[src/rtl/serial_adder_pkg.sv]
// Shared types for the bit-serial adder/subtractor.
package serial_adder_pkg;

    typedef enum logic [1:0] {
        IDLE,
        RUN,
        DONE
    } state_t;

endpackage

[src/rtl/full_adder_cell.sv]
// One-bit combinational full adder, reused every cycle by serial_adder.
module full_adder_cell (
    input  logic a,
    input  logic b,
    input  logic cin,
    output logic sum,
    output logic carry
);

    assign sum   = a ^ b ^ cin;
    assign carry = (a & b) | (cin & (a ^ b));

endmodule

[src/rtl/serial_adder.sv]
// Bit-serial adder/subtractor: one full-adder cell, LSB first, WIDTH cycles per operation.
module serial_adder
    import serial_adder_pkg::*;
#(
    parameter int WIDTH = 8
) (
    input  logic             clk,
    input  logic             rst,
    input  logic             start,
    input  logic             sub,
    input  logic [WIDTH-1:0] a,
    input  logic [WIDTH-1:0] b,
    input  logic             cin,
    output logic             busy,
    output logic             done,
    output logic [WIDTH-1:0] sum,
    output logic             carry,
    output logic             overflow
);

    localparam int CW = (WIDTH > 1) ? $clog2(WIDTH) : 1;
    localparam logic [CW-1:0] LAST = CW'(WIDTH - 1);

    state_t           state;
    state_t           state_next;
    logic [WIDTH-1:0] a_sh;
    logic [WIDTH-1:0] b_sh;
    logic [WIDTH-1:0] res_sh;
    logic [WIDTH-1:0] res_next;
    logic             c_reg;
    logic [CW-1:0]    cnt;
    logic             fa_sum;
    logic             fa_carry;
    logic             accept;
    logic             last;

    full_adder_cell u_cell (
        .a     (a_sh[0]),
        .b     (b_sh[0]),
        .cin   (c_reg),
        .sum   (fa_sum),
        .carry (fa_carry)
    );

    assign accept = start && (state != RUN);
    assign last   = (cnt == LAST);

    always_comb begin
        state_next = state;
        busy       = 1'b0;
        done       = 1'b0;
        case (state)
            IDLE: begin
                if (start) state_next = RUN;
            end
            RUN: begin
                busy = 1'b1;
                if (last) state_next = DONE;
            end
            DONE: begin
                done       = 1'b1;
                state_next = start ? RUN : IDLE;
            end
            default: state_next = IDLE;
        endcase
    end

    // Shift-then-insert keeps WIDTH=1 legal without a zero-width slice.
    always_comb begin
        res_next            = res_sh >> 1;
        res_next[WIDTH-1]   = fa_sum;
    end

    always_ff @(posedge clk or posedge rst) begin
        if (rst) begin
            state <= IDLE;
        end else begin
            state <= state_next;
        end
    end

    always_ff @(posedge clk or posedge rst) begin
        if (rst) begin
            a_sh     <= '0;
            b_sh     <= '0;
            res_sh   <= '0;
            c_reg    <= 1'b0;
            cnt      <= '0;
            sum      <= '0;
            carry    <= 1'b0;
            overflow <= 1'b0;
        end else if (accept) begin
            a_sh  <= a;
            b_sh  <= b ^ {WIDTH{sub}};
            c_reg <= cin ^ sub;
            cnt   <= '0;
        end else if (state == RUN) begin
            a_sh   <= a_sh >> 1;
            b_sh   <= b_sh >> 1;
            res_sh <= res_next;
            c_reg  <= fa_carry;
            cnt    <= cnt + CW'(1);
            if (last) begin
                sum      <= res_next;
                carry    <= fa_carry;
                overflow <= c_reg ^ fa_carry;
            end
        end
    end

endmodule

[config.mk]
export PLATFORM = sky130hd
export DESIGN_NAME = serial_adder
export DESIGN_NICKNAME = d
export VERILOG_FILES = /design/src/rtl/serial_adder_pkg.sv /design/src/rtl/full_adder_cell.sv /design/src/rtl/serial_adder.sv
export SDC_FILE = /design/constraint.sdc
export NUM_CORES = 1
export LEC_CHECK = 0
export ABC_AREA = 1
export CORE_MARGIN = 4
export CORE_UTILIZATION = 35
export DETAILED_ROUTE_END_ITERATION = 8
export GPL_TIMING_DRIVEN = 0
export MAX_ROUTING_LAYER = met4
export SYNTH_ARGS = -nofsm -noshare
export SYNTH_HDL_FRONTEND = slang
export SYNTH_SLANG_ARGS = --single-unit
export TNS_END_PERCENT = 30
[constraint.sdc]
create_clock -name clk -period 1.6 [get_ports clk]
set_clock_uncertainty 0.2 [all_clocks]
set_input_delay 0.4 -clock clk [delete_from_list [all_inputs] [get_ports clk]]
set_output_delay 0.4 -clock clk [all_outputs]
set_load 0.02 [all_outputs]
Word-level counts from Yosys, hierarchy flattened
Index checks and enable logic that the tools add are counted.
{"block": "totals", "register_bits": 40, "input_bits": 21, "output_inout_bits": 12, "word_cells": 45}
{"block": "classes", "n_addsub": 1, "eq_ne": 6, "muxes": 14, "n_bitwise": 9, "n_reduce_logical": 6}
{"operator": "2-to-1 mux 8 bit", "n": 4}
{"operator": "bitwise XOR 8 bit", "n": 1}
{"operator": "2-to-1 mux 3 bit", "n": 2}
{"operator": "case mux 2 bit (3 select lines)", "n": 1}
{"operator": "2-to-1 mux 1 bit", "n": 5}
{"operator": "2-to-1 mux 2 bit", "n": 2}
{"operator": "!= test 2 bit, second input constant", "n": 2}
{"operator": "AND reduction 2 bit", "n": 2}
{"operator": "bitwise XOR 1 bit", "n": 4}
{"operator": "adder 3 x 1 -> 3 bit, second input constant", "n": 1}
{"operator": "== test 3 bit, second input constant", "n": 1}
{"operator": "AND reduction 3 bit", "n": 1}
{"operator": "bitwise AND 1 bit", "n": 2}
{"operator": "== test 2 x 1 -> 1 bit, second input constant", "n": 1}
{"operator": "== test 2 bit, second input constant", "n": 1}
{"operator": "logical NOT 2 bit", "n": 1}
{"operator": "!= test 2 x 1 -> 1 bit, second input constant", "n": 1}
{"operator": "nonzero test 2 bit", "n": 1}
{"operator": "logical AND 1 bit", "n": 1}
{"operator": "NOT 1 bit", "n": 1}
{"operator": "OR 1 bit", "n": 1}

Depth between registers and ports, before layout
{"block": "logic_depth", "ltp_word": 5, "depth_mapped": 6, "depth_no_buf": 6}

Modules after synthesis
From an unflattened synthesis, not the netlist that was laid out.
{"block": "hier_totals", "cells_unflattened": 217, "area_unflattened_um2": 1806.7}
{"module": "serial_adder", "n_inst": 1, "cells_each": 216, "area_each_um2": 1786.7, "seq_area_each_um2": 975.9}
{"module": "full_adder_cell", "n_inst": 1, "cells_each": 1, "area_each_um2": 20.0, "seq_area_each_um2": 0.0}

Least setup slack after synthesis
Ideal clock, no wire load.
{"block": "synth_timing", "path_kind": "register to register", "from": "register cnt[0]", "to": "register sum[1]", "setup_time_ns": 0.121, "t_arrival_ns": 1.142, "t_required_ns": 1.279, "setup_slack_ns": 0.137, "path_stages_with_launch": 6, "path_buffers": 1, "period_less_slack_ns": 1.463, "path_cell_list": "dfrtp_1 ha_1 ha_1 nand2_2 buf_2 o21ai_1"}
{"block": "synth_via", "elab_chain_len": 2}
{"item": "start, declared", "line": "serial_adder.sv:31", "rtl": "logic [CW-1:0] cnt;"}
{"item": "start signal, assigned", "line": "serial_adder.sv:102", "rtl": "cnt <= cnt + CW'(1);"}
{"item": "== test 3 bit", "line": "serial_adder.sv:46", "rtl": "assign last = (cnt == LAST);"}
{"item": "AND reduction 3 bit (no source line)"}
{"item": "end signal, assigned", "line": "serial_adder.sv:104", "rtl": "sum <= res_next;"}
{"item": "end, declared", "line": "serial_adder.sv:16", "rtl": "output logic [WIDTH-1:0] sum,"}
No other way between the ends.
A chain may end at the register's enable or synchronous reset.

Final worst setup path
{"block": "layout_timing", "from": "register state[1]", "to": "output done"}
{"block": "layout_via", "elab_chain_len": 2}
{"item": "start, declared", "line": "serial_adder.sv:24", "rtl": "state_t state;"}
{"item": "start signal, assigned", "line": "serial_adder.sv:78", "rtl": "state <= state_next;"}
{"item": "== test 2 bit", "line": "serial_adder.sv:52", "rtl": "case (state)"}
{"item": "2-to-1 mux 1 bit", "line": "serial_adder.sv:52"}
{"item": "end, declared", "line": "serial_adder.sv:15", "rtl": "output logic done,"}
No other way between the ends.

==> metrics.log <==
INFO  metric outcome = complete, but fails checks
INFO  metric violations = negative setup slack
INFO  metric die_area = 0.00629 mm2
INFO  metric ys_types = 21
INFO  metric synth_common_cells = sky130_fd_sc_hd__nand2_1, sky130_fd_sc_hd__dfrtp_1, sky130_fd_sc_hd__nand3_1
INFO  metric antenna_violation_net_count_after_detailed_routing = 0
INFO  metric top_regs = a_sh (8), b_sh (8), sum (8)
INFO  metric fp.dieH = 79.3 um
INFO  metric synth.cell_area = between 0.0015 and 0.002 mm2
INFO  metric cts_sinks = 39
INFO  metric cts-root-to-sink-buffers = 2
INFO  metric yosys_register_bits = 39
INFO  metric synth-edff-count = 0
INFO  metric drt-pass1-iter-count = 4
INFO  metric max_cap_viol_count = 0
INFO  metric ys_warn_count = 0
INFO  metric final-max-slew-violation-count = 0
INFO  metric timing.final.ws_setup = -46.1 ps
INFO  metric port-buffer-count = 31
INFO  metric finalWorstPathRequiredPeriod = between 1500 and 2000 ps
INFO  metric yosysMostFrequentCell = sky130_fd_sc_hd__nand2_1
INFO  metric drcViolationCount = 0
INFO  metric numCtsBuffers = 5
INFO  metric cellLeakagePower = 1.20 nW
INFO  metric finalWirelength = 3.76 mm
INFO  metric antenna_found_initial = 0
INFO  metric cts_root_buf = sky130_fd_sc_hd__clkbuf_8
INFO  metric synth_top_area_cell = sky130_fd_sc_hd__dfrtp_1
INFO  metric worst_pin_slew = ~800 ps
INFO  metric period_share = 103%
INFO  metric die_width = 79.3 um
INFO  metric placementRows = 25
INFO  metric total_power = 3.87 mW
INFO  metric critical_path_peak_fanout = 3
INFO  metric layout_fillers = 520
INFO  metric hold_class = reg2reg
INFO  metric final_util = 47.7%
INFO  metric launching_element_type_of_the_critical_path = flop
INFO  metric ys_seq_area_share = around 55%
INFO  metric detail_route.vias_per_cell = between 4 and 5
INFO  metric setup_violations = 2
INFO  metric ys_top_cells_by_area = sky130_fd_sc_hd__dfrtp_1, sky130_fd_sc_hd__nand2_1, sky130_fd_sc_hd__nand3_1, sky130_fd_sc_hd__inv_1, sky130_fd_sc_hd__o21ai_0
INFO  metric globalRouteOverflowTotal = 0
INFO  metric synthArstFlopShare = 100%
INFO  metric drtIter0Drc = 67
INFO  metric netlist.area_leader.share = 54.9%
INFO  metric timing.fmax = 607 MHz
INFO  metric cts-htree-levels = 2
INFO  metric layout-area-overhead-vs-synth = 29.1%
INFO  metric core-area = 0.00482 mm2
INFO  metric post_route_cells_drive_above_1_share = 15.4%
INFO  metric final_setup_tns = -89.5 ps
INFO  metric synth-main-ff-cell = sky130_fd_sc_hd__dfrtp_1
INFO  metric worst_setup_path_end_kind = output port
INFO  metric power-per-cell-area = approximately 1700 mW/mm2
INFO  metric antenna_cells = 0
INFO  metric num-nets-final = 283
INFO  metric wire_per_inst = roughly 11 um
INFO  metric vdd_ir_drop_max = ~0.57 mV
INFO  metric top_level_ports = 33
INFO  metric global_route.usage.total = 14.0%
INFO  metric cp_required = 1000 ps
INFO  metric finalHoldViolations = 0
INFO  metric worst_slew_margin_rel = a little under half
INFO  metric tritoncts = done
INFO  metric unrepaired_setup_endpoints_after_global_routing = yes
INFO  metric synth_nets = 241
INFO  metric floorplan.initialDensity = 36.9%
INFO  metric grt_start_max_net_pins = 40
INFO  metric timing.critical_path.arrival = 1050 ps
INFO  metric routed-via-count = 1505
INFO  metric clkTransAtPathRegs = 80 ps
INFO  metric place_hpwl = 2.54 mm
INFO  metric grt_pass1_wl = 6.67 mm
INFO  metric insertion_delay = 290 ps
INFO  metric cts_hold_buffers = 0
INFO  metric post_synth.cell_area_avg = 8.20 um2
INFO  metric gp_congestion = 0.743
INFO  metric synthesis.instances = 217
INFO  metric first_global_vias = 1488
INFO  metric timing.setup.critical_path_class = reg2out
where the power goes:
part           internal, mW  switching, mW
clock                 0.303          0.362
combinational         0.649          0.941
sequential             1.39          0.223
total                  2.34           1.53
layer usage:
layer | GRT usage, % | wire, um | vias to the layer above
met2 | 21.9 | 1740 | 27
li1 | - | - | 763
met5 | - | 0 | -
met4 | 5.15 | 53 | 0
met3 | 3.40 | 161 | 8
met1 | 17.8 | 1800 | 707
cell usage in the layout, fill, tap and decap left out, drive strengths merged:
cell type / n
a21oi: 2
dlymetal6s2s: 1
clkinv: 1
clkdlybuf4s50: 18
dfrtp: 39
fa: 1
o22ai: 1
clkbuf: 16
clkdlybuf4s15: 1
xor2: 2
nand3: 34
clkinvlp: 2
buf: 13
inv: 22
nand2: 88
o21ai: 14
nor2: 3
ha: 2
worst max-delay path, stage by stage, from the launching register on:
cell	delay (ps)
sky130_fd_sc_hd__dfrtp_1	420
sky130_fd_sc_hd__inv_2	90
sky130_fd_sc_hd__nor2_4	120
sky130_fd_sc_hd__buf_6	120
cell type report:
type,instances,area [um2],share of cell area [%]
Buffer,7,52.6,2.29
Clock buffer,5,68.8,3.00
Clock inverter,3,20.0,0.871
Inverter,22,82.6,3.59
Multi-Input combinational cell,147,694,30.2
Sequential cell,39,976,42.5
Tap cell,67,83.8,3.65
Timing Repair Buffer,37,319,13.9
stage by stage:
stage                     cell area [um2]  std cells  hold slack, ps  worst slack (ps)
final                                2300        327             275             -46.1
after global routing                 2300        327             295             -92.5
after CTS                            2320        327             282             -66.8
after detailed placement             2170        315             262              -524
after global placement               2170        315             256              -732
after floorplan                      1780        217             242               111
repair_timing:
item                                    CTS  global route
resized for setup                        41            19
buffers inserted                          5             1
pin swaps                                 1             2
endpoints found under the setup margin   37            43
kinds of logic after synthesis:
| group | Yosys count | synth area share, % |
|---|---|---|
| and+or+nand+nor | 125 | 29.0 |
| buffers and inverters | 31 | 7.52 |
| adders and majority gates | 3 | 2.53 |
| AOI/OAI and AO/OA | 17 | 5.06 |
| DFF | 39 | 54.9 |
| xor gates and xnor gates | 2 | 0.985 |
final timing paths:
| kind | startpoint | slack [ps] | cells past startpoint | end |
|---|---|---|---|---|
| min in group asynchronous | rst | 380 | 2 | carry$_DFFE_PP0P_ |
| min | a_sh[7]$_DFFE_PP0P_ | 270 | 2 | a_sh[7]$_DFFE_PP0P_ |
| min reg2reg | a_sh[7]$_DFFE_PP0P_ | 270 | 2 | a_sh[7]$_DFFE_PP0P_ |
| max | state[1]$_DFFE_PP0P_ | -50 | 3 | done |
| max in group asynchronous | rst | 310 | 2 | a_sh[7]$_DFFE_PP0P_ |
| max reg2reg | state[1]$_DFFE_PP0P_ | 90 | 6 | cnt[0]$_DFFE_PP0P_ |
Power figures use the tool's default switching activity.
